--- config.mk ---
export PLATFORM = sky130hd
export DESIGN_NAME = cpu_controller_flat
export DESIGN_NICKNAME = d
export VERILOG_FILES = /design/src/rtl/cpu_controller_pkg.sv /design/src/rtl/cpu_controller_if.sv /design/src/rtl/cpu_controller_instr_decoder.sv /design/src/rtl/cpu_controller.sv /design/src/flat_wrapper.sv
export SDC_FILE = /design/constraint.sdc
export NUM_CORES = 1
export LEC_CHECK = 0
export ABC_AREA = 1
export CAP_MARGIN = 10
export CORE_MARGIN = 2
export CORE_UTILIZATION = 40
export DETAILED_ROUTE_END_ITERATION = 7
export PLACE_DENSITY_LB_ADDON = 0.05
export SLEW_MARGIN = 40
export SYNTH_ARGS = -nofsm -noshare
export SYNTH_HDL_FRONTEND = slang
export SYNTH_SLANG_ARGS = --single-unit
--- constraint.sdc ---
create_clock -name clk -period 1.9 [get_ports clk]
set_input_delay 0.475 -clock clk [delete_from_list [all_inputs] [get_ports clk]]
set_output_delay 0.475 -clock clk [all_outputs]
set_load 0.02 [all_outputs]
--- src/rtl/cpu_controller_pkg.sv ---
// Shared definitions for the multicycle CPU controller: FSM state encoding,
// instruction classes, opcode/opExt constants and instruction-type codes.
package cpu_defs;

    typedef enum logic [2:0] {
        ST_FETCH      = 3'd0,
        ST_DECODE     = 3'd1,
        ST_EXEC       = 3'd2,
        ST_MEM        = 3'd3,
        ST_WB         = 3'd4,
        ST_PCINC_PREP = 3'd5,
        ST_PCINC      = 3'd6,
        ST_HALT       = 3'd7
    } state_t;

    typedef enum logic [2:0] {
        CL_ALU  = 3'd0,
        CL_LOAD = 3'd1,
        CL_STOR = 3'd2,
        CL_NOP  = 3'd3,
        CL_HALT = 3'd4
    } instr_class_t;

    // Primary opcodes (IR[15:12])
    localparam logic [3:0] OP_RTYPE = 4'b0000;
    localparam logic [3:0] OP_ANDI  = 4'b0001;
    localparam logic [3:0] OP_ORI   = 4'b0010;
    localparam logic [3:0] OP_XORI  = 4'b0011;
    localparam logic [3:0] OP_MEM   = 4'b0100;
    localparam logic [3:0] OP_CMPI  = 4'b1011;
    localparam logic [3:0] OP_HALT  = 4'b1111;

    // Extended opcodes (IR[7:4])
    localparam logic [3:0] EXT_ADD  = 4'b0101;
    localparam logic [3:0] EXT_CMP  = 4'b1011;
    localparam logic [3:0] EXT_LOAD = 4'b0000;
    localparam logic [3:0] EXT_STOR = 4'b0100;

    // instrType codes presented to alu_control
    localparam logic ITYPE_R = 1'b0;
    localparam logic ITYPE_I = 1'b1;

endpackage

--- src/rtl/cpu_controller_if.sv ---
// Memory handshake bundle between the controller (master) and memory (slave).
interface cpu_controller_if #(
    parameter int REG_WIDTH = 16
);
    logic                 memReady;
    logic [REG_WIDTH-1:0] memReadData;
    logic                 memReadReq;
    logic                 memWriteReq;
    logic                 memAddrSelect;

    modport master (
        input  memReady,
        input  memReadData,
        output memReadReq,
        output memWriteReq,
        output memAddrSelect
    );

    modport slave (
        output memReady,
        output memReadData,
        input  memReadReq,
        input  memWriteReq,
        input  memAddrSelect
    );
endinterface

--- src/rtl/cpu_controller_instr_decoder.sv ---
// Combinational instruction decoder: classifies the instruction register and
// derives the ALU opcode, instruction type, extended immediate and write flags.
module instr_decoder
    import cpu_defs::*;
#(
    parameter int REG_WIDTH  = 16,
    parameter int INSTR_TYPE = 1
) (
    input  logic [REG_WIDTH-1:0]  ir_i,
    output instr_class_t          cls_o,
    output logic [3:0]            alu_op_o,
    output logic [INSTR_TYPE-1:0] instr_type_o,
    output logic [REG_WIDTH-1:0]  imm_ext_o,
    output logic                  is_cmp_o,
    output logic                  writes_reg_o
);

    logic [3:0] opcode;
    logic [3:0] op_ext;
    logic [7:0] imm8;

    assign opcode = ir_i[15:12];
    assign op_ext = ir_i[7:4];
    assign imm8   = ir_i[7:0];

    // Logical immediates are zero-extended, everything else sign-extended
    always_comb begin
        if (opcode == OP_ANDI || opcode == OP_ORI || opcode == OP_XORI) begin
            imm_ext_o = {{(REG_WIDTH-8){1'b0}}, imm8};
        end else begin
            imm_ext_o = {{(REG_WIDTH-8){imm8[7]}}, imm8};
        end
    end

    // Instruction class and ALU control; unrecognised encodings fall to NOP
    always_comb begin
        cls_o        = CL_NOP;
        alu_op_o     = 4'd0;
        instr_type_o = INSTR_TYPE'(ITYPE_R);
        is_cmp_o     = 1'b0;
        case (opcode)
            OP_RTYPE: begin
                cls_o        = CL_ALU;
                alu_op_o     = op_ext;
                instr_type_o = INSTR_TYPE'(ITYPE_R);
                is_cmp_o     = (op_ext == EXT_CMP);
            end
            OP_MEM: begin
                if (op_ext == EXT_LOAD) begin
                    cls_o = CL_LOAD;
                end else if (op_ext == EXT_STOR) begin
                    cls_o = CL_STOR;
                end
            end
            OP_HALT: cls_o = CL_HALT;
            4'b1100, 4'b1101, 4'b1110: cls_o = CL_NOP;
            default: begin
                cls_o        = CL_ALU;
                alu_op_o     = opcode;
                instr_type_o = INSTR_TYPE'(ITYPE_I);
                is_cmp_o     = (opcode == OP_CMPI);
            end
        endcase
    end

    assign writes_reg_o = ((cls_o == CL_ALU) && !is_cmp_o) || (cls_o == CL_LOAD);

endmodule

--- src/rtl/cpu_controller.sv ---
// Multicycle control FSM: fetches an instruction through the memory handshake,
// holds it in the IR, and sequences decode/execute/memory/write-back/PC-increment.
module cpu_controller
    import cpu_defs::*;
#(
    parameter int REG_WIDTH     = 16,
    parameter int REG_ADDR_BITS = 4,
    parameter int INSTR_TYPE    = 1
) (
    input  logic                     clk,
    input  logic                     reset,
    cpu_controller_if.master         mem,
    output logic [REG_ADDR_BITS-1:0] regAddressA,
    output logic [REG_ADDR_BITS-1:0] regAddressB,
    output logic                     srcAddressRegEnable,
    output logic                     dstAddressRegEnable,
    output logic                     immediateRegEnable,
    output logic                     aluOutputRegEnable,
    output logic                     flagsEnable,
    output logic                     regWriteEnable,
    output logic                     pcEnable,
    output logic                     regWriteDataSelect,
    output logic                     aluInputAMuxSelect,
    output logic                     aluInputBMuxSelect,
    output logic [3:0]               aluOpCode,
    output logic [INSTR_TYPE-1:0]    instrType,
    output logic [REG_WIDTH-1:0]     immediate,
    output logic                     halted
);

    state_t               state_q, state_d;
    logic [REG_WIDTH-1:0] ir_q, ir_d;

    instr_class_t          dec_cls;
    logic [3:0]            dec_alu_op;
    logic [INSTR_TYPE-1:0] dec_type;
    logic [REG_WIDTH-1:0]  dec_imm;
    logic                  dec_is_cmp;
    logic                  dec_writes;

    instr_decoder #(
        .REG_WIDTH  (REG_WIDTH),
        .INSTR_TYPE (INSTR_TYPE)
    ) u_decoder (
        .ir_i         (ir_q),
        .cls_o        (dec_cls),
        .alu_op_o     (dec_alu_op),
        .instr_type_o (dec_type),
        .imm_ext_o    (dec_imm),
        .is_cmp_o     (dec_is_cmp),
        .writes_reg_o (dec_writes)
    );

    // Register fields come straight from the IR, so they only change on fetch
    assign regAddressA = REG_ADDR_BITS'(ir_q[3:0]);
    assign regAddressB = REG_ADDR_BITS'(ir_q[11:8]);

    // State and instruction register, asynchronously cleared
    always_ff @(posedge clk or negedge reset) begin
        if (!reset) begin
            state_q <= ST_FETCH;
            ir_q    <= '0;
        end else begin
            state_q <= state_d;
            ir_q    <= ir_d;
        end
    end

    // Next-state sequencing and IR capture on the fetch handshake
    always_comb begin
        state_d = state_q;
        ir_d    = ir_q;
        case (state_q)
            ST_FETCH: begin
                if (mem.memReady) begin
                    ir_d    = mem.memReadData;
                    state_d = ST_DECODE;
                end
            end
            ST_DECODE: begin
                case (dec_cls)
                    CL_ALU:             state_d = ST_EXEC;
                    CL_LOAD, CL_STOR:   state_d = ST_MEM;
                    CL_HALT:            state_d = ST_HALT;
                    default:            state_d = ST_PCINC_PREP;
                endcase
            end
            ST_EXEC:       state_d = ST_WB;
            ST_MEM:        if (mem.memReady) state_d = ST_WB;
            ST_WB:         state_d = ST_PCINC;
            ST_PCINC_PREP: state_d = ST_PCINC;
            ST_PCINC:      state_d = ST_FETCH;
            ST_HALT:       state_d = ST_HALT;
            default:       state_d = ST_FETCH;
        endcase
    end

    // Moore control outputs; all forced inactive while reset is asserted
    always_comb begin
        mem.memReadReq      = 1'b0;
        mem.memWriteReq     = 1'b0;
        mem.memAddrSelect   = 1'b0;
        srcAddressRegEnable = 1'b0;
        dstAddressRegEnable = 1'b0;
        immediateRegEnable  = 1'b0;
        aluOutputRegEnable  = 1'b0;
        flagsEnable         = 1'b0;
        regWriteEnable      = 1'b0;
        pcEnable            = 1'b0;
        regWriteDataSelect  = 1'b0;
        aluInputAMuxSelect  = 1'b0;
        aluInputBMuxSelect  = 1'b0;
        aluOpCode           = 4'd0;
        instrType           = '0;
        immediate           = '0;
        halted              = 1'b0;
        if (reset) begin
            case (state_q)
                ST_FETCH: begin
                    mem.memReadReq = 1'b1;
                end
                ST_DECODE: begin
                    srcAddressRegEnable = 1'b1;
                    dstAddressRegEnable = 1'b1;
                    immediateRegEnable  = 1'b1;
                    aluOpCode           = dec_alu_op;
                    instrType           = dec_type;
                    aluInputBMuxSelect  = dec_type[0];
                    immediate           = dec_imm;
                end
                ST_EXEC: begin
                    aluOutputRegEnable = 1'b1;
                    flagsEnable        = 1'b1;
                    aluOpCode          = dec_alu_op;
                    instrType          = dec_type;
                    aluInputBMuxSelect = dec_type[0];
                    immediate          = dec_imm;
                end
                ST_MEM: begin
                    mem.memAddrSelect = 1'b1;
                    mem.memReadReq    = (dec_cls == CL_LOAD);
                    mem.memWriteReq   = (dec_cls == CL_STOR);
                    immediate         = dec_imm;
                end
                ST_WB: begin
                    regWriteEnable     = dec_writes;
                    regWriteDataSelect = (dec_cls == CL_LOAD);
                    immediate          = REG_WIDTH'(1);
                    immediateRegEnable = 1'b1;
                end
                ST_PCINC_PREP: begin
                    immediate          = REG_WIDTH'(1);
                    immediateRegEnable = 1'b1;
                end
                ST_PCINC: begin
                    aluInputAMuxSelect = 1'b1;
                    aluInputBMuxSelect = 1'b1;
                    aluOpCode          = EXT_ADD;
                    instrType          = INSTR_TYPE'(ITYPE_R);
                    immediate          = REG_WIDTH'(1);
                    pcEnable           = 1'b1;
                end
                ST_HALT: begin
                    halted = 1'b1;
                end
                default: ;
            endcase
        end
    end

endmodule

--- src/flat_wrapper.sv ---
// flat-port wrapper written by rule: the top's interface ports become plain ports
module cpu_controller_flat import cpu_defs::*;
#(
    parameter int REG_WIDTH     = 16,
    parameter int REG_ADDR_BITS = 4,
    parameter int INSTR_TYPE    = 1
)
  (clk, reset, regAddressA, regAddressB, srcAddressRegEnable, dstAddressRegEnable, immediateRegEnable, aluOutputRegEnable, flagsEnable, regWriteEnable, pcEnable, regWriteDataSelect, aluInputAMuxSelect, aluInputBMuxSelect, aluOpCode, instrType, immediate, halted, mem_memReady, mem_memReadData, mem_memReadReq, mem_memWriteReq, mem_memAddrSelect);
  cpu_controller_if #(.REG_WIDTH(REG_WIDTH)) mem_i ();
  input  logic clk;
  input  logic reset;
  output logic [REG_ADDR_BITS-1:0] regAddressA;
  output logic [REG_ADDR_BITS-1:0] regAddressB;
  output logic srcAddressRegEnable;
  output logic dstAddressRegEnable;
  output logic immediateRegEnable;
  output logic aluOutputRegEnable;
  output logic flagsEnable;
  output logic regWriteEnable;
  output logic pcEnable;
  output logic regWriteDataSelect;
  output logic aluInputAMuxSelect;
  output logic aluInputBMuxSelect;
  output logic [3:0] aluOpCode;
  output logic [INSTR_TYPE-1:0] instrType;
  output logic [REG_WIDTH-1:0] immediate;
  output logic halted;
  input wire logic [$bits(mem_i.memReady)-1:0] mem_memReady;
  input wire logic [$bits(mem_i.memReadData)-1:0] mem_memReadData;
  output wire logic [$bits(mem_i.memReadReq)-1:0] mem_memReadReq;
  output wire logic [$bits(mem_i.memWriteReq)-1:0] mem_memWriteReq;
  output wire logic [$bits(mem_i.memAddrSelect)-1:0] mem_memAddrSelect;
  assign mem_i.memReady = mem_memReady;
  assign mem_i.memReadData = mem_memReadData;
  assign mem_memReadReq = mem_i.memReadReq;
  assign mem_memWriteReq = mem_i.memWriteReq;
  assign mem_memAddrSelect = mem_i.memAddrSelect;
  cpu_controller #(.REG_WIDTH(REG_WIDTH), .REG_ADDR_BITS(REG_ADDR_BITS), .INSTR_TYPE(INSTR_TYPE)) u_core (.clk(clk), .reset(reset), .mem(mem_i), .regAddressA(regAddressA), .regAddressB(regAddressB), .srcAddressRegEnable(srcAddressRegEnable), .dstAddressRegEnable(dstAddressRegEnable), .immediateRegEnable(immediateRegEnable), .aluOutputRegEnable(aluOutputRegEnable), .flagsEnable(flagsEnable), .regWriteEnable(regWriteEnable), .pcEnable(pcEnable), .regWriteDataSelect(regWriteDataSelect), .aluInputAMuxSelect(aluInputAMuxSelect), .aluInputBMuxSelect(aluInputBMuxSelect), .aluOpCode(aluOpCode), .instrType(instrType), .immediate(immediate), .halted(halted));
endmodule
# ---- Yosys cells after proc, flatten, opt, wreduce, memory -nomap -nowiden
# Index checks and enable logic that the tools add are counted.
dict set report classes {
  n_eq_ne 23
  muxes 39
  reduce_logical 20
}
# cell n
set ops {}
lappend ops {{$mux W16} 2}
lappend ops {{$pmux W16 S2} 1}
lappend ops {{$eq A4 B4 Y1 const B} 6}
lappend ops {{$mux W1} 24}
lappend ops {{$pmux W3 S7} 1}
lappend ops {{$pmux W3 S3} 2}
lappend ops {{$pmux W4 S2} 2}
lappend ops {{$eq A3 B3 Y1 const B} 5}
lappend ops {{$reduce_or A3 Y1} 4}
lappend ops {{$eq A3 B2 Y1 const B} 3}
lappend ops {{$eq A4 B2 Y1 const B} 2}
lappend ops {{$eq A4 B3 Y1 const B} 2}
lappend ops {{$logic_not A4 Y1} 2}
lappend ops {{$eq A3 B1 Y1 const B} 2}
lappend ops {{$logic_not A3 Y1} 2}
lappend ops {{$mux W3} 2}
lappend ops {{$pmux W1 S2} 3}
lappend ops {{$reduce_or A2 Y1} 3}
lappend ops {{$reduce_or A6 Y1} 1}
lappend ops {{$reduce_or A5 Y1} 1}
lappend ops {{$eq A4 B1 Y1 const B} 1}
lappend ops {{$mux W4} 1}
lappend ops {{$ne A2 B2 Y1 const B} 2}
lappend ops {{$reduce_and A2 Y1} 2}
lappend ops {{4 further kinds} 6}
dict set report word_totals {
  ff_bits 19
  input_bits 19
  out_inout_bits 43
  word_cells 84
}

# ---- Longest topological paths before layout
# Gate-level depths: netlist of the first run.
dict set report depth {
  depth_word 9
  depth_mapped 8
  depth_no_buf 8
}

# ---- Modules after synthesis
# From an unflattened synthesis of the first run, not the netlist that was laid out.
dict set report unflattened {
  hier_cells 242
  area_unflattened_um2 1517.7
}
# mod n_inst cells_per_inst area_per_inst_um2 seq_area_each_um2
set modules_own_cells {}
lappend modules_own_cells {cpu_controller 1 185 1211.2 475.5}
lappend modules_own_cells {instr_decoder 1 57 306.5 0.0}

# ---- Worst setup path before layout of the first run
# Ideal clock, no wire load.
dict set report synth_timing {
  path_kind {reg-to-output}
  start {register u_core.state_q[2]}
  end {output port immediate[10]}
  t_arrival_ns 1.657
  slack_ns -0.232
  path_stages_with_launch 6
  cell_sequence {dfrtp_1 inv_2 nand3_2 nor2_1 o21a_1 buf_4}
}
dict set report synth_between {
  elab_chain_cells 4
}
# item line
set synth_lines {}
lappend synth_lines {{start: declaration} cpu_controller.sv:31} ;# state_t state_q, state_d;
lappend synth_lines {{start signal: assignment} cpu_controller.sv:64} ;# state_q <= state_d;
lappend synth_lines {{$eq A3 B3 Y1 (tied with other cells)} cpu_controller.sv:118} ;# case (state_q)
lappend synth_lines {{$reduce_or A3 Y1 (no source line)} n/a}
lappend synth_lines {{$pmux W16 S2 *} cpu_controller.sv:118}
lappend synth_lines {{$mux W16 *} cpu_controller.sv:117} ;# if (reset) begin
lappend synth_lines {{end: declaration} flat_wrapper.sv:26} ;# output logic [REG_WIDTH-1:0] immediate;
# Every way passes the cells marked *; elsewhere a longest branch is shown, timed or not.

# ---- Final worst setup path of the first run
dict set report layout_timing {
  start {register u_core.ir_q[14]}
  end {output port regWriteEnable}
}
dict set report layout_between {
  elab_chain_cells 8
}
# item line
set layout_lines {}
lappend layout_lines {{start: declaration} cpu_controller.sv:32} ;# logic [REG_WIDTH-1:0] ir_q, ir_d;
lappend layout_lines {{start signal: assignment} cpu_controller.sv:65} ;# ir_q <= ir_d;
lappend layout_lines {{$eq A4 B4 Y1 or $eq A4 B3 Y1 (tied branches)} cpu_controller_instr_decoder.sv:41} ;# case (opcode)
lappend layout_lines {{$reduce_or A3 Y1 or $reduce_or A5 Y1 (tied branches)} n/a}
lappend layout_lines {{$pmux W3 S3 or $pmux W1 S2 (tied branches)} cpu_controller_instr_decoder.sv:41}
lappend layout_lines {{$logic_not A3 Y1 or $logic_not A1 Y1 (tied branches)} cpu_controller_instr_decoder.sv:66} ;# assign writes_reg_o = ((cls_o == CL_ALU) && !is_cmp_o) || (cls_o == CL_LOAD);
lappend layout_lines {{$logic_and A1 B1 Y1} cpu_controller_instr_decoder.sv:66}
lappend layout_lines {{$logic_or A1 B1 Y1 *} cpu_controller_instr_decoder.sv:66}
lappend layout_lines {{$mux W1 *} cpu_controller.sv:118}
lappend layout_lines {{$mux W1 *} cpu_controller.sv:117}
lappend layout_lines {{end: declaration} flat_wrapper.sv:19} ;# output logic regWriteEnable;
# Marks and branches as above.

==> metrics.txt, run 1 <==
# TYPE chip_impl_metric gauge
chip_impl_info{name="outcome",value="finished with violations"} 1
chip_impl_info{name="violations",value="negative setup slack"} 1
chip_impl_metric{name="die_y",unit="µm"} 62.4
chip_impl_info{name="yosys-top-cells-count",value="nor2_1, nand2_1, inv_1, dfrtp_1, buf_4"} 1
chip_impl_metric{name="yosys_warnings",unit=""} 0
chip_impl_metric{name="finalHoldViolCount",unit=""} 0
chip_impl_metric{name="fmax",unit="GHz"} 0.479
chip_impl_metric{name="timing.final.ws_setup",unit="ns"} -0.188
chip_impl_info{name="critical_path.endpoint_type",value="primary output"} 1
chip_impl_metric{name="cts.path.max_buffers",unit=""} 2
chip_impl_metric{name="synth_async_sr_flop_share",unit=""} 1.00
chip_impl_metric{name="hold_buffers",unit=""} 0
chip_impl_metric{name="grt_antenna_before_repair",unit=""} 0
chip_impl_metric{name="finalCritPeriodShare",unit=""} 1.10
chip_impl_info{name="synthFlopType",value="dfrtp_1"} 1
chip_impl_metric{name="vias_in_the_first_global_route",unit=""} 1433
chip_impl_metric{name="setup_viol",unit=""} 17
chip_impl_metric{name="drive_above_1_share",unit=""} 0.532
chip_impl_metric{name="postPlaceCellArea",unit="µm²"} 2140
chip_impl_metric{name="final.setup_skew",unit="ns"} 0.00465
chip_impl_metric{name="worstMarginPinSlew",unit="ns"} 0.354
chip_impl_info{name="holdCritPathClass",value="input port to async pin"} 1
chip_impl_metric{name="route.final.wire_length",unit="µm"} 3920
chip_impl_metric{name="ys_ff_latch",unit=""} 19
chip_impl_metric{name="maximum_capacitance_violations",unit=""} 0
chip_impl_metric{name="detail_route.first_pass.iterations",unit=""} 4
chip_impl_metric{name="synth_top_area_frac",unit=""} 0.348
chip_impl_metric{name="avgViaCountPerCell",unit=""} 4.76
chip_impl_metric{name="std_cell_rows",unit=""} 21
chip_impl_metric{name="layout.nets",unit=""} 285
chip_impl_info{name="kind_of_launch_point_of_the_worst_setup_path",value="flip-flop"} 1
chip_impl_metric{name="final_period_minus_worst_setup_slack",unit="ns"} 2.09
chip_impl_info{name="synthTopCellsByArea",value="dfrtp_1, nor2_1, buf_4, nand2_1, inv_1"} 1
chip_impl_metric{name="die_x",unit="µm"} 62.4
chip_impl_metric{name="synthesis.area",unit="µm²"} 1370
chip_impl_metric{name="drt.antenna.violating_nets",unit=""} 0
chip_impl_info{name="crit-reg2reg-launch",value="u_core.state_q[1]"} 1
chip_impl_metric{name="first_iter_violations",unit=""} 71
chip_impl_metric{name="timing_max_transition_violations_final",unit=""} 0
chip_impl_metric{name="wire_per_inst",unit="µm"} 12.6
chip_impl_metric{name="detailed_place_hpwl",unit="µm"} 2740
chip_impl_metric{name="globalRoute.totalOverflow",unit=""} 0
chip_impl_metric{name="clock_sink_count",unit=""} 19
chip_impl_metric{name="number_of_distinct_standard_cells_referenced_by_the_synthesized_netlist",unit=""} 25
chip_impl_metric{name="total_die_area",unit="µm²"} 3900
chip_impl_info{name="setup_repair_after_global_routing_missed_its_margin",value="true"} 1
chip_impl_metric{name="synth_enable_flop_cells",unit=""} 0
chip_impl_metric{name="grt_max_degree",unit=""} 29
chip_impl_metric{name="final_util",unit=""} 0.715
chip_impl_metric{name="leakagePower",unit="nW"} 1.22
chip_impl_metric{name="placed_cells_incl_taps",unit=""} 302
chip_impl_metric{name="layout-area-overhead-vs-synth",unit="%"} 73.3
chip_impl_metric{name="multi_input_combinational_cell_area",unit="µm²"} 802
chip_impl_metric{name="cts_inserted_buffers",unit=""} 3
chip_impl_metric{name="level_count_of_the_clock_h_tree",unit=""} 1
chip_impl_metric{name="antenna_cells",unit=""} 0
chip_impl_metric{name="placeableCoreArea",unit="µm²"} 3310
chip_impl_metric{name="fillerInstances",unit=""} 262
chip_impl_metric{name="post_synth.cell_area_avg",unit="µm²"} 7.55
chip_impl_info{name="most_common_cell_in_the_netlist",value="nor2_1"} 1
chip_impl_metric{name="synth.yosys.seq_area_share",unit=""} 0.348
chip_impl_info{name="tritoncts",value="built"} 1
chip_impl_metric{name="groute.usage.overall",unit=""} 0.187
chip_impl_metric{name="regArea",unit="µm²"} 475
chip_impl_metric{name="postLayoutCellArea",unit="µm²"} 2370
chip_impl_metric{name="io_buffers",unit=""} 61
chip_impl_metric{name="start_util",unit=""} 0.413
chip_impl_metric{name="place.gp.congestion",unit=""} 0.815
chip_impl_metric{name="clkLatencyLatePin",unit="ns"} 0.30
chip_impl_metric{name="crit_arrival",unit="ns"} 1.61
chip_impl_metric{name="power.density_cell_area",unit="nW/µm²"} 1530
chip_impl_metric{name="power.ir.vdd_worst",unit="µV"} 671
chip_impl_metric{name="netlist_instances",unit=""} 181
chip_impl_metric{name="critPathRequiredTime",unit="ns"} 1.42
chip_impl_info{name="synth_top_cell_by_area",value="dfrtp_1"} 1
chip_impl_metric{name="critical_path.max_fanout",unit=""} 4
chip_impl_info{name="critical_path_class",value="flip-flop to primary output"} 1
chip_impl_info{name="worst_setup_path_startpoint",value="u_core.ir_q[14]"} 1
chip_impl_metric{name="synth_nets",unit=""} 200
chip_impl_metric{name="fin_cells",unit=""} 311
chip_impl_info{name="cts_root_buf",value="clkbuf_4"} 1
chip_impl_metric{name="slew-limit-headroom",unit=""} 0.763
chip_impl_metric{name="routed-via-count",unit=""} 1480
chip_impl_metric{name="drt_drc",unit=""} 0
chip_impl_metric{name="wire_length_of_the_first_global_routing_pass",unit="µm"} 6000
chip_impl_metric{name="worst_path_clk_slew",unit="ns"} 0.11
chip_impl_metric{name="io_pins",unit=""} 62
==> sequential cells by signal, summed over array words and instances (netlist names) <==
signal and flops:
u_core.state_q 3, u_core.ir_q 16
==> worst max-delay path, stage by stage, from the launching register on <==
cell      delay, ns
dfrtp_1        0.45
nor2_2         0.19
nand2_4        0.09
o21ai_2        0.15
nand2_1        0.09
o21bai_1       0.14
nand2_1        0.08
buf_6          0.13
==> per-layer routing <==
layer,track usage,part of all wire
met2,0.366,0.55
met3,0.0432,0.054
met1,0.206,0.38
met5,0,0
met4,0.0333,0.011
==> through the flow <==
| step | worst slack [ns] | hold WS (ns) | power [mW] | setup TNS (ns) |
|---|---|---|---|---|
| 5_1_grt | -0.283 | 0.174 | 3.84 | -3.23 |
| 2_1_floorplan | 0.0580 | 0.179 | 2.12 | 0 |
| 6_report | -0.188 | 0.159 | 3.62 | -1.58 |
| 4_1_cts | -0.170 | 0.231 | 3.29 | -2.27 |
| 3_3_place_gp | -0.815 | 0.490 | 2.99 | -23.37 |
| 3_5_place_dp | -0.827 | 0.496 | 3.03 | -23.73 |
==> final cells by class <==
type,instances,share of cell area
inverters,25,0.0428
flip-flops and latches,19,0.201
clock buffers,3,0.00951
repair buffers,100,0.382
clock inverters,1,0.00211
multi-input cells,117,0.339
well taps,46,0.0243
==> worst paths after layout <==
| kind | slack (ns) | end | depth (start not counted) |
|---|---|---|---|
| max | -0.19 | regWriteEnable | 7 |
| min | 0.16 | u_core.ir_q[8] | 2 |
| max reg2reg | 0.26 | u_core.ir_q[10] | 8 |
| min reg2reg | 0.52 | u_core.ir_q[8] | 1 |
| max in group asynchronous | 1.60 | u_core.ir_q[15] | 2 |
| min in group clk | 0.52 | u_core.ir_q[8] | 1 |
==> cell usage in the layout (no fill, tap or decap) <==
cell and instances:
a21oi_2 9, a21oi_4 1, nor2_2 10, nor3_2 1
o21ai_0 4, o21ai_2 1, inv_2 9, nand3_2 1
clkbuf_2 1, inv_1 13, inv_4 3, and3_1 2
buf_2 2, a21oi_1 4, o21a_4 1, nor3_1 1
nand4_1 1, nand2_8 1, clkinv_2 1, nor3_4 1
buf_6 24, dfrtp_1 19, nor2_4 8, buf_8 1
buf_4 47, nand2_1 21, o21ai_1 3, nand3_4 1
o22ai_2 1, nor2_1 22, nand2_2 5, o211ai_1 1
mux2_4 5, clkdlybuf4s50_1 25, nand3_1 6, clkbuf_4 3
nand2_4 4, o21bai_1 2
==> timing repair <==
item                       4_1_cts  5_1_grt
pin swaps                        4       10
setup endpoints to repair       35       35
setup buffers                    2        3
gates resized for setup        184       78
==> cell families (layout without fill, tap and decap cells) <==
logic type | Yosys count | after routing | synth area share
buf+inv | 45 | 129 | 0.186
compound gates | 27 | 27 | 0.132
flops | 19 | 19 | 0.348
mux | 5 | 5 | 0.0549
simple gates | 85 | 85 | 0.279
==> power breakdown <==
| group | total (mW) | internal, mW | switching (mW) | leakage [nW] |
|---|---|---|---|---|
| registers | 0.727 | 0.594 | 0.133 | 0.213 |
| clock network | 0.204 | 0.0784 | 0.125 | 0.0177 |
| logic | 2.68 | 1.28 | 1.40 | 0.991 |
| total | 3.62 | 1.95 | 1.66 | 1.22 |
No activity file was read; power rests on OpenSTA's default activity.
==> run 2, diff against run 1 <==
--- a/config.mk
+++ b/config.mk
@@ -11,6 +11,7 @@
 export CORE_UTILIZATION = 40
 export DETAILED_ROUTE_END_ITERATION = 7
 export PLACE_DENSITY_LB_ADDON = 0.05
+export SKIP_LAST_GASP = 1
 export SLEW_MARGIN = 40
 export SYNTH_ARGS = -nofsm -noshare
 export SYNTH_HDL_FRONTEND = slang
==> run 2 against run 1 <==
  * The flow still finishes with violations (negative setup slack)
  * Worst hold slack better by 0.10 ns
  * Critical path depth unchanged
  * Sequential cell count unchanged
  * Die area is the same
  * Core utilization grew 1.5 points
  * Non-clock buffer count up 4
  * Power up 2.1%
==> metrics.txt, run 2 (synthesized netlist as in run 1, its figures left out) <==
# TYPE chip_impl_metric gauge
chip_impl_info{name="outcome",value="finished with violations"} 1
chip_impl_info{name="violations",value="negative setup slack"} 1
chip_impl_metric{name="wire_per_inst",unit="µm"} 12.9
chip_impl_metric{name="ff2ff_path_depth",unit=""} 8
chip_impl_metric{name="critical_path.max_fanout",unit=""} 5
chip_impl_metric{name="crit_arrival",unit="ns"} 1.63
chip_impl_info{name="mostFrequentLayoutCells",value="buf_4, buf_6, nor2_1, clkdlybuf4s50_1, nand2_1"} 1
chip_impl_metric{name="fmax",unit="GHz"} 0.474
chip_impl_metric{name="multi_input_combinational_cell_area",unit="µm²"} 802
chip_impl_metric{name="power.density_cell_area",unit="nW/µm²"} 1530
chip_impl_metric{name="power.ir.vdd_worst",unit="µV"} 707
chip_impl_metric{name="layout-area-overhead-vs-synth",unit="%"} 76.9
chip_impl_metric{name="die_y",unit="µm"} 62.4
chip_impl_metric{name="cts.path.max_buffers",unit=""} 2
chip_impl_metric{name="finalHoldViolCount",unit=""} 0
chip_impl_metric{name="postLayoutCellArea",unit="µm²"} 2420
chip_impl_metric{name="slew-limit-headroom",unit=""} 0.755
chip_impl_metric{name="die_x",unit="µm"} 62.4
chip_impl_metric{name="routed-via-count",unit=""} 1458
chip_impl_info{name="critical_path.endpoint_type",value="primary output"} 1
chip_impl_metric{name="drt.antenna.violating_nets",unit=""} 0
chip_impl_metric{name="detailed_place_hpwl",unit="µm"} 2740
chip_impl_metric{name="grt_max_degree",unit=""} 29
chip_impl_metric{name="power.share.combinational",unit=""} 0.745
chip_impl_metric{name="largest_reg_flops",unit=""} 16
chip_impl_metric{name="layout.nets",unit=""} 289
chip_impl_metric{name="vias_in_the_first_global_route",unit=""} 1430
chip_impl_metric{name="groute.usage.overall",unit=""} 0.188
chip_impl_metric{name="start_util",unit=""} 0.413
chip_impl_metric{name="route.final.wire_length",unit="µm"} 4070
chip_impl_metric{name="antenna_cells",unit=""} 0
chip_impl_info{name="timing.critical_path.mode_cell",value="nand2_1"} 1
chip_impl_metric{name="finalCritPeriodShare",unit=""} 1.11
chip_impl_metric{name="timing.final.ws_setup",unit="ns"} -0.209
chip_impl_metric{name="final_period_minus_worst_setup_slack",unit="ns"} 2.11
chip_impl_info{name="critPathSlowestCell",value="dfrtp_1"} 1
chip_impl_metric{name="std_cell_rows",unit=""} 21
chip_impl_metric{name="regArea",unit="µm²"} 477
chip_impl_metric{name="cts_inserted_buffers",unit=""} 3
chip_impl_metric{name="detail_route.first_pass.iterations",unit=""} 4
chip_impl_metric{name="place.gp.congestion",unit=""} 0.815
chip_impl_metric{name="first_iter_violations",unit=""} 45
chip_impl_metric{name="worst_path_clk_slew",unit="ns"} 0.11
chip_impl_info{name="critical_path_class",value="flip-flop to primary output"} 1
chip_impl_metric{name="grt_antenna_before_repair",unit=""} 0
chip_impl_metric{name="drt_drc",unit=""} 0
chip_impl_metric{name="worstMarginPinSlew",unit="ns"} 0.364
chip_impl_info{name="layout.cells.most_common",value="buf_4"} 1
chip_impl_info{name="tritoncts",value="built"} 1
chip_impl_metric{name="fin_worst_hold_slack",unit="ns"} 0.263
chip_impl_metric{name="p_int",unit="mW"} 2.01
chip_impl_metric{name="globalRoute.totalOverflow",unit=""} 0
chip_impl_info{name="crit_chain",value="nor2_4 -> nand2_2 -> o21ai_2 -> nand2_1 -> o21bai_1 -> nand2_1 -> buf_6"} 1
chip_impl_metric{name="io_pins",unit=""} 62
chip_impl_info{name="holdCritPathClass",value="input port to async pin"} 1
chip_impl_metric{name="timing.critical_path.slowest_cell_delay",unit="ns"} 0.43
chip_impl_metric{name="timing_max_transition_violations_final",unit=""} 0
chip_impl_metric{name="power.net_switching",unit="mW"} 1.68
chip_impl_info{name="kind_of_launch_point_of_the_worst_setup_path",value="flip-flop"} 1
chip_impl_metric{name="hold_buffers",unit=""} 0
chip_impl_metric{name="setup_viol",unit=""} 26
chip_impl_metric{name="drive_above_1_share",unit=""} 0.528
chip_impl_metric{name="maximum_capacitance_violations",unit=""} 0
chip_impl_metric{name="clock_sink_count",unit=""} 19
chip_impl_metric{name="clkLatencyLatePin",unit="ns"} 0.30
chip_impl_metric{name="wire_length_of_the_first_global_routing_pass",unit="µm"} 6020
chip_impl_info{name="cts_root_buf",value="clkbuf_4"} 1
chip_impl_metric{name="seq_power_share",unit=""} 0.199
chip_impl_metric{name="io_buffers",unit=""} 61
chip_impl_metric{name="postPlaceCellArea",unit="µm²"} 2140
chip_impl_metric{name="leakagePower",unit="nW"} 1.25
chip_impl_metric{name="setup.reg_to_reg.worst_slack",unit="ns"} 0.25
chip_impl_metric{name="critPathRequiredTime",unit="ns"} 1.42
chip_impl_metric{name="swShare",unit=""} 0.456
chip_impl_metric{name="pwr-share-clk",unit=""} 0.056
chip_impl_info{name="crit-reg2reg-launch",value="u_core.state_q[1]"} 1
chip_impl_info{name="reg_top3",value="u_core.ir_q (16), u_core.state_q (3)"} 1
chip_impl_metric{name="fillerInstances",unit=""} 265
chip_impl_metric{name="placeableCoreArea",unit="µm²"} 3310
chip_impl_info{name="registers.top_by_ff_count",value="u_core.ir_q"} 1
chip_impl_metric{name="avgViaCountPerCell",unit=""} 4.63
chip_impl_metric{name="level_count_of_the_clock_h_tree",unit=""} 1
chip_impl_metric{name="final.setup_skew",unit="ns"} 0.00801
chip_impl_metric{name="total_die_area",unit="µm²"} 3900
chip_impl_info{name="setup_repair_after_global_routing_missed_its_margin",value="true"} 1
chip_impl_info{name="critical_r2r_capture",value="u_core.ir_q[10]"} 1
[run 2: changes by cell type in the layout (fill, tap and decap cells not counted), moves of 2 or more]
| cell | delta |
|---|---|
| buf_4 | -7 |
| inv_2 | -2 |
| nor2_1 | +4 |
| buf_6 | +4 |
| nor2_2 | -4 |
| inv_1 | +2 |
| buf_2 | +6 |
[run 2: per-layer routing]
metal	up-vias	wire length, µm	global-route usage
li1	726	-	-
met1	687	1580	0.208
met2	40	2260	0.364
met3	5	177	0.0432
met4	0	59	0.0333
met5	-	0	0
[run 2: layout make-up]
class	count	share of cell area
timing repair buffer	104	0.394
multi-input combinational	117	0.332
sequential	19	0.197
inverter	25	0.0419
tap	46	0.0238
clock buffer	3	0.00932
clock inverter	1	0.00207
[run 2: worst max-delay path, delay by kind of cell (launching register included)]
family          cells  cell delay (ns)
simple gates        4             0.46
flops               1             0.43
compound gates      2             0.30
buf+inv             1             0.13
[run 2: metrics by stage]
step / instances / TNS (ns) / utilization / power [mW] / setup slack [ns]
floorplan: 181 / 0 / - / 2.12 / 0.0580
global placement: 302 / -23.37 / 0.647 / 2.99 / -0.815
detailed placement: 302 / -23.73 / 0.647 / 3.03 / -0.827
CTS: 308 / -2.91 / 0.661 / 3.27 / -0.170
global route: 315 / -4.00 / 0.730 / 3.91 / -0.297
finish: 315 / -2.17 / 0.730 / 3.69 / -0.209
[run 2: how the worst max path moves through the flow]
stage / startpoint / endpoint / slack (ns)
final: u_core.ir_q[13] / regWriteEnable / -0.21
after global placement: reset / regWriteEnable / -0.81
after global routing: u_core.ir_q[13] / regWriteEnable / -0.30
after detailed placement: reset / regWriteEnable / -0.83
after floorplan: u_core.state_q[2] / immediate[10] / 0.06
after CTS: u_core.ir_q[12] / regWriteEnable / -0.17
[run 2: repair_timing]
item	CTS	global route
buffers inserted	2	8
endpoints found under the setup margin	35	35
pin swaps	4	14
resized for setup	170	85
[run 2: power by group through the flow]
stage	Clock (mW)	Sequential (mW)	Combinational, mW
6_report	0.206	0.735	2.75
5_1_grt	0.223	0.752	2.94
2_1_floorplan	0	0.725	1.40
3_3_place_gp	0	0.708	2.28
3_5_place_dp	0	0.722	2.31
4_1_cts	0.211	0.718	2.34
==> run 3, diff against run 2 <==
--- a/config.mk
+++ b/config.mk
@@ -10,7 +10,7 @@
 export CORE_MARGIN = 2
 export CORE_UTILIZATION = 40
 export DETAILED_ROUTE_END_ITERATION = 7
-export PLACE_DENSITY_LB_ADDON = 0.05
+export PLACE_DENSITY_LB_ADDON = 0.08
 export SKIP_LAST_GASP = 1
 export SLEW_MARGIN = 40
 export SYNTH_ARGS = -nofsm -noshare
==> run 3 against run 2 <==
  * The run still ends with negative setup slack left
  * Combinational power barely moved
  * Power increased by 0.54%
  * Sequential cell count stayed put
  * Routed wire length fell by 5.4%
  * Global-route usage rose by 0.23 points
  * Worst setup slack better by 0.0094 ns
  * Register-to-register slack barely moved
  * Design area is 0.52% higher
  * Maximum frequency increased by 0.45%
  * Count of clock-buffer cells in the layout unchanged
  * Sequential share of layout area down 0.15 points
  * Largest power group unchanged
==> metrics.txt, run 3 (synthesized netlist as in run 1, its figures left out) <==
# TYPE chip_impl_metric gauge
chip_impl_info{name="kind_of_launch_point_of_the_worst_setup_path",value="flip-flop"} 1
chip_impl_info{name="critPathSlowestCell",value="dfrtp_1"} 1
chip_impl_metric{name="hold_buffers",unit=""} 0
chip_impl_metric{name="avgViaCountPerCell",unit=""} 4.64
chip_impl_info{name="critical_path.endpoint_type",value="primary output"} 1
chip_impl_info{name="outcome",value="finished with violations"} 1
chip_impl_metric{name="wire_length_on_met3",unit="µm"} 202
chip_impl_metric{name="leakagePower",unit="nW"} 1.22
chip_impl_metric{name="cts_inserted_buffers",unit=""} 3
chip_impl_info{name="critical_path_class",value="flip-flop to primary output"} 1
chip_impl_info{name="tritoncts",value="built"} 1
chip_impl_metric{name="timing_max_transition_violations_final",unit=""} 0
chip_impl_info{name="registers.top_by_ff_count",value="u_core.ir_q"} 1
chip_impl_info{name="reg_top3",value="u_core.ir_q (16), u_core.state_q (3)"} 1
chip_impl_metric{name="place.gp.congestion",unit=""} 0.861
chip_impl_metric{name="routed-via-count",unit=""} 1444
chip_impl_metric{name="power.density_cell_area",unit="nW/µm²"} 1530
chip_impl_metric{name="maximum_capacitance_violations",unit=""} 0
chip_impl_metric{name="largest_reg_flops",unit=""} 16
chip_impl_metric{name="grt_antenna_before_repair",unit=""} 0
chip_impl_info{name="timing.critical_path.mode_cell",value="nand2_1"} 1
chip_impl_info{name="mostFrequentLayoutCells",value="buf_4, buf_6, clkdlybuf4s50_1, nor2_1"} 1
chip_impl_info{name="cts_root_buf",value="clkbuf_4"} 1
chip_impl_metric{name="drive_above_1_share",unit=""} 0.525
chip_impl_metric{name="drt_drc",unit=""} 0
chip_impl_info{name="worst_setup_path_startpoint",value="u_core.ir_q[13]"} 1
chip_impl_metric{name="finalHoldViolCount",unit=""} 0
chip_impl_metric{name="critical_path.max_fanout",unit=""} 5
chip_impl_info{name="crit-reg2reg-launch",value="u_core.state_q[0]"} 1
chip_impl_metric{name="worst_path_clk_slew",unit="ns"} 0.12
chip_impl_metric{name="io_pins",unit=""} 62
chip_impl_metric{name="timing.final.ws_setup",unit="ns"} -0.200
chip_impl_metric{name="layout.nets",unit=""} 285
chip_impl_metric{name="level_count_of_the_clock_h_tree",unit=""} 1
chip_impl_metric{name="p_int",unit="mW"} 2.02
chip_impl_metric{name="pwr-share-clk",unit=""} 0.061
chip_impl_metric{name="wire_length_of_the_first_global_routing_pass",unit="µm"} 6060
chip_impl_metric{name="first_iter_violations",unit=""} 68
chip_impl_metric{name="detail_route.first_pass.iterations",unit=""} 4
chip_impl_metric{name="crit_arrival",unit="ns"} 1.62
chip_impl_metric{name="timing.critical_path.slowest_cell_delay",unit="ns"} 0.43
chip_impl_metric{name="wire_per_inst",unit="µm"} 12.4
chip_impl_metric{name="total_die_area",unit="µm²"} 3900
chip_impl_metric{name="worstMarginPinSlew",unit="ns"} 0.349
chip_impl_metric{name="io_buffers",unit=""} 61
chip_impl_metric{name="cts.path.max_buffers",unit=""} 2
chip_impl_metric{name="antenna_cells",unit=""} 0
chip_impl_metric{name="final_period_minus_worst_setup_slack",unit="ns"} 2.10
chip_impl_metric{name="vias_in_the_first_global_route",unit=""} 1391
chip_impl_metric{name="power.share.combinational",unit=""} 0.744
chip_impl_metric{name="setup_viol",unit=""} 20
chip_impl_metric{name="fmax",unit="GHz"} 0.476
chip_impl_metric{name="start_util",unit=""} 0.413
chip_impl_metric{name="finalSetupTns",unit="ns"} -1.66
chip_impl_metric{name="met1Wirelength",unit="µm"} 1470
chip_impl_metric{name="seq_power_share",unit=""} 0.195
chip_impl_metric{name="swShare",unit=""} 0.457
chip_impl_metric{name="clock_sink_count",unit=""} 19
chip_impl_info{name="layout.cells.most_common",value="buf_4"} 1
chip_impl_metric{name="grt_max_degree",unit=""} 29
chip_impl_metric{name="layout-area-overhead-vs-synth",unit="%"} 77.8
chip_impl_metric{name="die_x",unit="µm"} 62.4
chip_impl_metric{name="drt.antenna.violating_nets",unit=""} 0
chip_impl_metric{name="groute.usage.overall",unit=""} 0.190
chip_impl_info{name="setup_repair_after_global_routing_missed_its_margin",value="true"} 1
chip_impl_metric{name="final_util",unit=""} 0.734
chip_impl_metric{name="std_cell_rows",unit=""} 21
chip_impl_info{name="holdCritPathClass",value="input port to async pin"} 1
chip_impl_metric{name="detailed_place_hpwl",unit="µm"} 2710
chip_impl_metric{name="power.net_switching",unit="mW"} 1.69
chip_impl_metric{name="met2_length",unit="µm"} 2090
chip_impl_info{name="crit_chain",value="nor2_4 -> buf_4 -> nand2_2 -> nand2_1 -> nor2_1 -> nand2_1 -> nand3_1 -> nand2_1 -> buf_4"} 1
chip_impl_metric{name="slew-limit-headroom",unit=""} 0.765
chip_impl_metric{name="route.final.wire_length",unit="µm"} 3850
chip_impl_info{name="highest_layer",value="met4"} 1
chip_impl_metric{name="finalCritPeriodShare",unit=""} 1.11
chip_impl_metric{name="final.setup_skew",unit="ns"} 0.00479
chip_impl_info{name="violations",value="negative setup slack"} 1
chip_impl_metric{name="die_y",unit="µm"} 62.4
chip_impl_metric{name="clkLatencyLatePin",unit="ns"} 0.32
chip_impl_metric{name="globalRoute.totalOverflow",unit=""} 0
chip_impl_metric{name="critPathRequiredTime",unit="ns"} 1.42
chip_impl_metric{name="placeableCoreArea",unit="µm²"} 3310
chip_impl_metric{name="power.ir.vdd_worst",unit="µV"} 640
chip_impl_metric{name="fillerInstances",unit=""} 259
## run 3: worst max-delay path: cells and delay by family (launching register included)
family,cells,cell delay [ns]
buf+inv,2,0.27
simple gates,7,0.61
flops,1,0.43
## run 3: area by class of cell
class,count,area [µm²],share of cell area
Clock buffer,3,22.5,0.00927
Inverter,25,101,0.0417
Tap cell,46,57.6,0.0237
Sequential cell,19,475,0.196
Clock inverter,1,7.51,0.00309
Timing Repair Buffer,100,946,0.389
Multi-Input combinational cell,117,820,0.337
## run 3: worst paths after layout
| path | slack (ns) | cells past startpoint | end |
|---|---|---|---|
| max reg2reg | 0.25 | 8 | u_core.ir_q[9] |
| max | -0.20 | 9 | aluOpCode[0] |
| min in group clk | 0.52 | 1 | u_core.ir_q[10] |
| min | 0.14 | 2 | u_core.state_q[1] |
| max in group asynchronous | 1.60 | 2 | u_core.ir_q[14] |
| min reg2reg | 0.52 | 1 | u_core.ir_q[10] |
## run 3: through the flow
stage | setup slack [ns] | hold slack [ns] | power (mW) | instance area, µm² | instances
after floorplan | 0.0580 | 0.179 | 2.12 | 1380 | 181
after global placement | -0.814 | 0.489 | 3.03 | 2150 | 302
after detailed placement | -0.821 | 0.493 | 3.07 | 2150 | 302
after global routing | -0.310 | 0.136 | 3.95 | 2430 | 311
after CTS | -0.183 | 0.299 | 3.39 | 2210 | 308
final | -0.200 | 0.137 | 3.71 | 2430 | 311
## run 3: metal layers
| metal | vias up | GRT usage |
|---|---|---|
| met4 | 0 | 0.0861 |
| li1 | 725 | - |
| met3 | 9 | 0.0288 |
| met2 | 47 | 0.347 |
| met1 | 663 | 0.217 |
| met5 | - | 0 |
## run 3: power groups by stage
stage / registers [mW] / logic (mW) / clock network (mW)
after floorplan: 0.725 / 1.40 / 0
after global placement: 0.702 / 2.33 / 0
after detailed placement: 0.715 / 2.36 / 0
after CTS: 0.713 / 2.44 / 0.235
after global routing: 0.740 / 2.96 / 0.251
final: 0.722 / 2.76 / 0.227
## run 3: timing repair
| action | in CTS | in global routing |
|---|---|---|
| pin swaps | 5 | 13 |
| resized for setup | 201 | 68 |
| setup buffers | 2 | 3 |
| hold endpoints to repair | 0 | 0 |
| setup endpoints to repair | 35 | 35 |
